`src/rtl/wt_fetch.sv`:
```
// Weight-fetch sequencer: streams a contiguous range of kernel words from a
// dual-port registered ROM as kernel pairs on a valid/ready stream.
module wt_fetch #(
  parameter int ADDR_WIDTH = 11,
  parameter int DATA_WIDTH = 144,
  parameter int DEPTH      = 76
) (
  input  logic                  clk,
  input  logic                  rst,
  input  logic                  start,
  input  logic [ADDR_WIDTH-1:0] base_addr,
  input  logic [ADDR_WIDTH-1:0] num_kernels,
  output logic                  busy,
  output logic                  done,
  output logic                  err,
  output logic [ADDR_WIDTH-1:0] rom_addr_a,
  output logic [ADDR_WIDTH-1:0] rom_addr_b,
  input  logic [DATA_WIDTH-1:0] rom_q_a,
  input  logic [DATA_WIDTH-1:0] rom_q_b,
  output logic                  out_valid,
  input  logic                  out_ready,
  output logic [DATA_WIDTH-1:0] out_wt_a,
  output logic [DATA_WIDTH-1:0] out_wt_b,
  output logic                  out_b_valid,
  output logic                  out_last
);

  typedef enum logic [1:0] {IDLE, FETCH, DRAIN, DONE} state_t;

  state_t state, state_next;

  logic [ADDR_WIDTH-1:0] cur, remaining;
  logic [ADDR_WIDTH-1:0] hold_a, hold_b;
  logic [ADDR_WIDTH-1:0] issue_addr_b;
  logic [ADDR_WIDTH:0]   end_addr;
  logic                  range_bad;
  logic                  last_pair, pair_b_valid;

  logic                  inflight, inflight_b_valid, inflight_last;

  logic [DATA_WIDTH-1:0] fifo_a [2];
  logic [DATA_WIDTH-1:0] fifo_b [2];
  logic [1:0]            fifo_b_valid, fifo_last;
  logic [1:0]            count;
  logic                  wr_ptr, rd_ptr;

  logic                  issue, issue_ok, push, pop;
  logic                  err_q;

  assign end_addr     = {1'b0, base_addr} + {1'b0, num_kernels};
  assign range_bad    = end_addr > (ADDR_WIDTH + 1)'(DEPTH);
  assign last_pair    = remaining <= ADDR_WIDTH'(2);
  assign pair_b_valid = remaining >= ADDR_WIDTH'(2);

  // A lone final kernel re-reads its own address on port B so the ROM never
  // sees an address past the requested range.
  assign issue_addr_b = pair_b_valid ? cur + ADDR_WIDTH'(1) : cur;

  assign out_valid = count != 2'd0;
  assign pop       = out_valid & out_ready;
  assign push      = inflight;

  // Buffer occupancy once the in-flight read lands must stay within 2 entries.
  assign issue_ok = ({1'b0, count} + {2'b00, inflight}) < (3'd2 + {2'b00, pop});

  always_comb begin
    state_next = state;
    issue      = 1'b0;
    case (state)
      IDLE: begin
        if (start) begin
          if (range_bad || num_kernels == '0) state_next = DONE;
          else                                state_next = FETCH;
        end
      end
      FETCH: begin
        if (issue_ok) begin
          issue = 1'b1;
          if (last_pair) state_next = DRAIN;
        end
      end
      DRAIN: begin
        if (!inflight && (count == 2'd0 || (count == 2'd1 && pop)))
          state_next = DONE;
      end
      DONE:    state_next = IDLE;
      default: state_next = IDLE;
    endcase
  end

  assign rom_addr_a  = issue ? cur : hold_a;
  assign rom_addr_b  = issue ? issue_addr_b : hold_b;
  assign busy        = state != IDLE;
  assign done        = state == DONE;
  assign err         = err_q;
  assign out_wt_a    = fifo_a[rd_ptr];
  assign out_wt_b    = fifo_b[rd_ptr];
  assign out_b_valid = out_valid & fifo_b_valid[rd_ptr];
  assign out_last    = out_valid & fifo_last[rd_ptr];

  always_ff @(posedge clk) begin
    if (rst) begin
      state     <= IDLE;
      cur       <= '0;
      remaining <= '0;
      hold_a    <= '0;
      hold_b    <= '0;
      err_q     <= 1'b0;
    end else begin
      state <= state_next;
      if (state == IDLE && start) begin
        cur       <= base_addr;
        remaining <= num_kernels;
        err_q     <= range_bad;
      end else if (issue) begin
        cur       <= cur + ADDR_WIDTH'(2);
        remaining <= last_pair ? '0 : remaining - ADDR_WIDTH'(2);
        hold_a    <= rom_addr_a;
        hold_b    <= rom_addr_b;
      end
    end
  end

  // Pair metadata travels alongside the ROM read so it lands with the data.
  always_ff @(posedge clk) begin
    if (rst) begin
      inflight         <= 1'b0;
      inflight_b_valid <= 1'b0;
      inflight_last    <= 1'b0;
    end else begin
      inflight <= issue;
      if (issue) begin
        inflight_b_valid <= pair_b_valid;
        inflight_last    <= last_pair;
      end
    end
  end

  always_ff @(posedge clk) begin
    if (rst) begin
      fifo_a[0]    <= '0;
      fifo_a[1]    <= '0;
      fifo_b[0]    <= '0;
      fifo_b[1]    <= '0;
      fifo_b_valid <= '0;
      fifo_last    <= '0;
      count        <= '0;
      wr_ptr       <= 1'b0;
      rd_ptr       <= 1'b0;
    end else begin
      if (push) begin
        fifo_a[wr_ptr]       <= rom_q_a;
        fifo_b[wr_ptr]       <= rom_q_b;
        fifo_b_valid[wr_ptr] <= inflight_b_valid;
        fifo_last[wr_ptr]    <= inflight_last;
        wr_ptr               <= ~wr_ptr;
      end
      if (pop) rd_ptr <= ~rd_ptr;
      count <= count + {1'b0, push} - {1'b0, pop};
    end
  end

endmodule
```
`config.mk`:
```
export PLATFORM = sky130hd
export DESIGN_NAME = wt_fetch
export DESIGN_NICKNAME = d
export VERILOG_FILES = /design/src/rtl/wt_fetch.sv
export SDC_FILE = /design/constraint.sdc
export NUM_CORES = 1
export LEC_CHECK = 0
export BUFFER_PORTS_ARGS = -buffer_cell sky130_fd_sc_hd__buf_2
export CAP_MARGIN = 20
export CORE_ASPECT_RATIO = 0.9
export CORE_MARGIN = 2
export CORE_UTILIZATION = 49
export DETAILED_ROUTE_END_ITERATION = 16
export PLACE_DENSITY_LB_ADDON = 0.2
export REMOVE_ABC_BUFFERS = 1
export SKIP_CTS_REPAIR_TIMING = 1
export SLEW_MARGIN = 20
export SYNTH_ARGS = -nofsm -noshare
export SYNTH_HDL_FRONTEND = slang
export SYNTH_SLANG_ARGS = --single-unit
```
`constraint.sdc`:
```
create_clock -name clk -period 6.8 [get_ports clk]
set_input_delay 1.02 -clock clk [delete_from_list [all_inputs] [get_ports clk]]
set_output_delay 1.02 -clock clk [all_outputs]
set_load 0.05 [all_outputs]
```
==> flow_metrics.tcl <==
set metrics [dict create \
    status "finished clean" \
    met2_length_mm 37.6 \
    cpPeakStageDelay_ns 0.50 \
    vdd_drop_max_mv 0.272 \
    fin_cells 3457 \
    p_int_w 0.00821 \
    p_leak_nw 14.1 \
    p_seq_share_pct 37.2 \
    min_path_type "register to register" \
    grt_pass1_vias 18159 \
    cts_tree "built" \
    p_clk_share_pct 26.9 \
    grt_max_degree 156 \
    n_fill_cell 4636 \
    wirelength_mm 72.8 \
    place_area_sq_um 32000 \
    fin_setup_tns_ns 0 \
    coreArea_sq_um 56900 \
    slew_viol_final 0 \
    cp_cell_sequence "inv_1 > ha_1 > or4b_4 > nor3_1 > nand3_1 > nand4_1 > nor2_1 > xnor2_1 > o21ai_0 > buf_2" \
    setup_viol 0 \
    numClockSinks 635 \
    die_y_um 231 \
    drt_first_pass_iters 5 \
    dp.cells 3312 \
    wire_per_inst_um 21.1 \
    critPathRequiredTime_ns 5.78 \
    m1WireLength_mm 28.1 \
    synthCells 2021 \
    async_flop_share_pct 0 \
    final_common_cell "buf_2" \
    dpl.hpwl_mm 48.0 \
    arrival_ns 3.60 \
    clock_latency_ns 0.59 \
    gp_congestion 0.876 \
    powerDensity_nw_per_um2 392 \
    antenna_found_initial 26 \
    hold_viol 0 \
    fp.dieW_um 257 \
    port_buffers 629 \
    dieArea_sq_um 59400 \
    synth_edf_count 576 \
    hold_start "hold_a[10]" \
    synth_ff_type "edfxtp_1" \
    max-cap-violations 0 \
    highest_layer "met5" \
    antenna_left 0 \
    drc 0 \
    ff_latch_area_sq_um 18500 \
    startpoint_type "register" \
    timing_worst_slew_pin_value_ns 1.04 \
    multi_input_area_sq_um 9140 \
    rsz0062_at_grt "no" \
    crit_type "register to primary output" \
    reg2reg_to "state[1]" \
    synth-seq-area-share_pct 65.7 \
    grt_pass1_wl_mm 108 \
    rr_worst_depth 9 \
    combPwrFrac_pct 36.0 \
    regToRegSetupSlack_ns 3.95 \
    drt-initial-drc-count 1470 \
    cts-htree-levels 3 \
    synth_area_sq_um 28100 \
    crit_path_max_fanout 9 \
    cts_buffer_depth 3 \
    relSlewSlack_pct 30.8 \
    track_usage_pct 23.8 \
    hold_ws_ns 0.459 \
    swShare_pct 38.9 \
    vias_per_cell 5.26 \
    design_area_sq_um 34200 \
    cp-end-kind "primary output" \
    worstReg2RegStart "remaining[1]" \
    avgSynthCellArea_sq_um 13.9 \
    vias 18174 \
    switchingPower_w 0.00523 \
    cts_made_buffers 68 \
    dr_wl_met3_mm 4.99 \
    layout_common_cells "buf_2, and2_1, edfxtp_1" \
    yosys_warnings 0 \
    cp_slowest_cell "or4b_4" \
    final.min_clock_period_ns 4.62 \
    ys_types 52 \
    grt_overflow 0 \
    final_nets 2955 \
    finalCritPeriodShare_pct 67.9 \
    hold_end "hold_a[10]" \
    clock_skew_ns 0.0130 \
    start_util_pct 49.4 \
    whs_path_depth 2 \
    syn_to_final_growth_pct 21.7 \
    fmax_mhz 217 \
    drive_above_1_share_pct 39.2 \
    clockRootBuffer "clkbuf_16" \
    ios 630 \
    synth-seq-cells 635 \
    p_total_w 0.0134 \
    cts.reportedPaths.clkPinSlew_ns 0.06 \
    rows 83 \
]
critical path, delay by kind of cell (launching register included):
kind	cells	cell delay, ns
adders and majority gates	1	0.21
AOI/OAI and AO/OA	1	0.24
DFF	1	0.36
xor gates and xnor gates	1	0.14
buffers and inverters	2	0.42
and+or+nand+nor	5	1.64
power groups by stage:
stage / logic (W) / registers [W] / clock network (W)
2_1_floorplan: 0.00363 / 0.00523 / 0
3_3_place_gp: 0.00481 / 0.00505 / 0
3_5_place_dp: 0.00484 / 0.00508 / 0
4_1_cts: 0.00486 / 0.00500 / 0.00367
5_1_grt: 0.00506 / 0.00504 / 0.00382
6_report: 0.00483 / 0.00499 / 0.00361
cells by family after synthesis:
| logic type | count (synthesis) | share of synthesized area, % |
|---|---|---|
| fa+ha+maj | 24 | 1.09 |
| flops | 635 | 65.7 |
| buf+inv | 144 | 1.93 |
| mux | 294 | 11.7 |
| xor+xnor | 24 | 0.747 |
| simple gates | 788 | 16.2 |
| compound gates | 112 | 2.68 |
synth_stat cells (all sizes together) (3+ instances only):
master / count / share of area (%)
a211oi: 24 / 0.64
a21oi: 23 / 0.41
a221oi: 3 / 0.12
a22o: 4 / 0.12
a311oi: 6 / 0.19
a31oi: 4 / 0.089
and2: 577 / 13
and3: 4 / 0.089
buf: 4 / 0.058
clkbuf: 118 / 1.6
dfxtp: 59 / 4.2
edfxtp: 576 / 61
ha: 23 / 1.0
inv: 22 / 0.29
mux2: 288 / 12
mux2i: 6 / 0.21
nand2: 88 / 1.2
nand2b: 3 / 0.067
nand3: 6 / 0.11
nand4: 9 / 0.20
nor2: 66 / 0.88
nor2b: 3 / 0.067
nor3: 13 / 0.23
nor4: 4 / 0.089
o21a: 3 / 0.080
o21ai: 29 / 0.52
or3: 6 / 0.15
xnor2: 11 / 0.34
xor2: 13 / 0.40
layout make-up:
cell class | instances | area share [%]
multi-input cells | 1242 | 26.7
repair buffers | 648 | 9.76
inverters | 22 | 0.285
well taps | 765 | 2.80
clock buffers | 84 | 5.35
flip-flops and latches | 635 | 54.0
diodes | 26 | 0.190
clock inverters | 35 | 0.943
metal layers:
layer	vias to the layer above	global-route usage [%]
met2	553	41.6
met3	128	5.94
met1	9076	28.8
met5	-	0
li1	8405	-
met4	12	7.98
sequential cells by signal, summed over array words and instances, names as in the netlist, named ones only:
name and cells:
hold_b 11, count 2, state 2, fifo_b_valid 2, fifo_a 288, wr_ptr 1
inflight 1, remaining 11, fifo_last 2, err 1, inflight_b_valid 1, inflight_last 1
hold_a 11, rd_ptr 1, fifo_b 288, cur 11
worst max path at each step:
stage	start	to	slack [ns]	depth (start not counted)
3_5_place_dp	remaining[1]	rom_addr_b[6]	2.89	10
2_1_floorplan	rst	fifo_a[0][0]	-4.70	2
6_report	remaining[1]	rom_addr_b[6]	2.18	10
4_1_cts	remaining[1]	rom_addr_b[6]	2.23	10
3_3_place_gp	remaining[1]	rom_addr_b[6]	2.97	10
5_1_grt	remaining[1]	rom_addr_b[6]	1.98	10
per-stage QoR:
| step | setup slack [ns] | util [%] |
|---|---|---|
| 6_report | 2.18 | 60.2 |
| 5_1_grt | 1.98 | 60.1 |
| 4_1_cts | 2.23 | 60.0 |
| 3_5_place_dp | 2.89 | 56.2 |
| 3_3_place_gp | 2.97 | 56.2 |
| 2_1_floorplan | -4.70 | - |
Note: power is estimated with default switching activity, not from simulation.
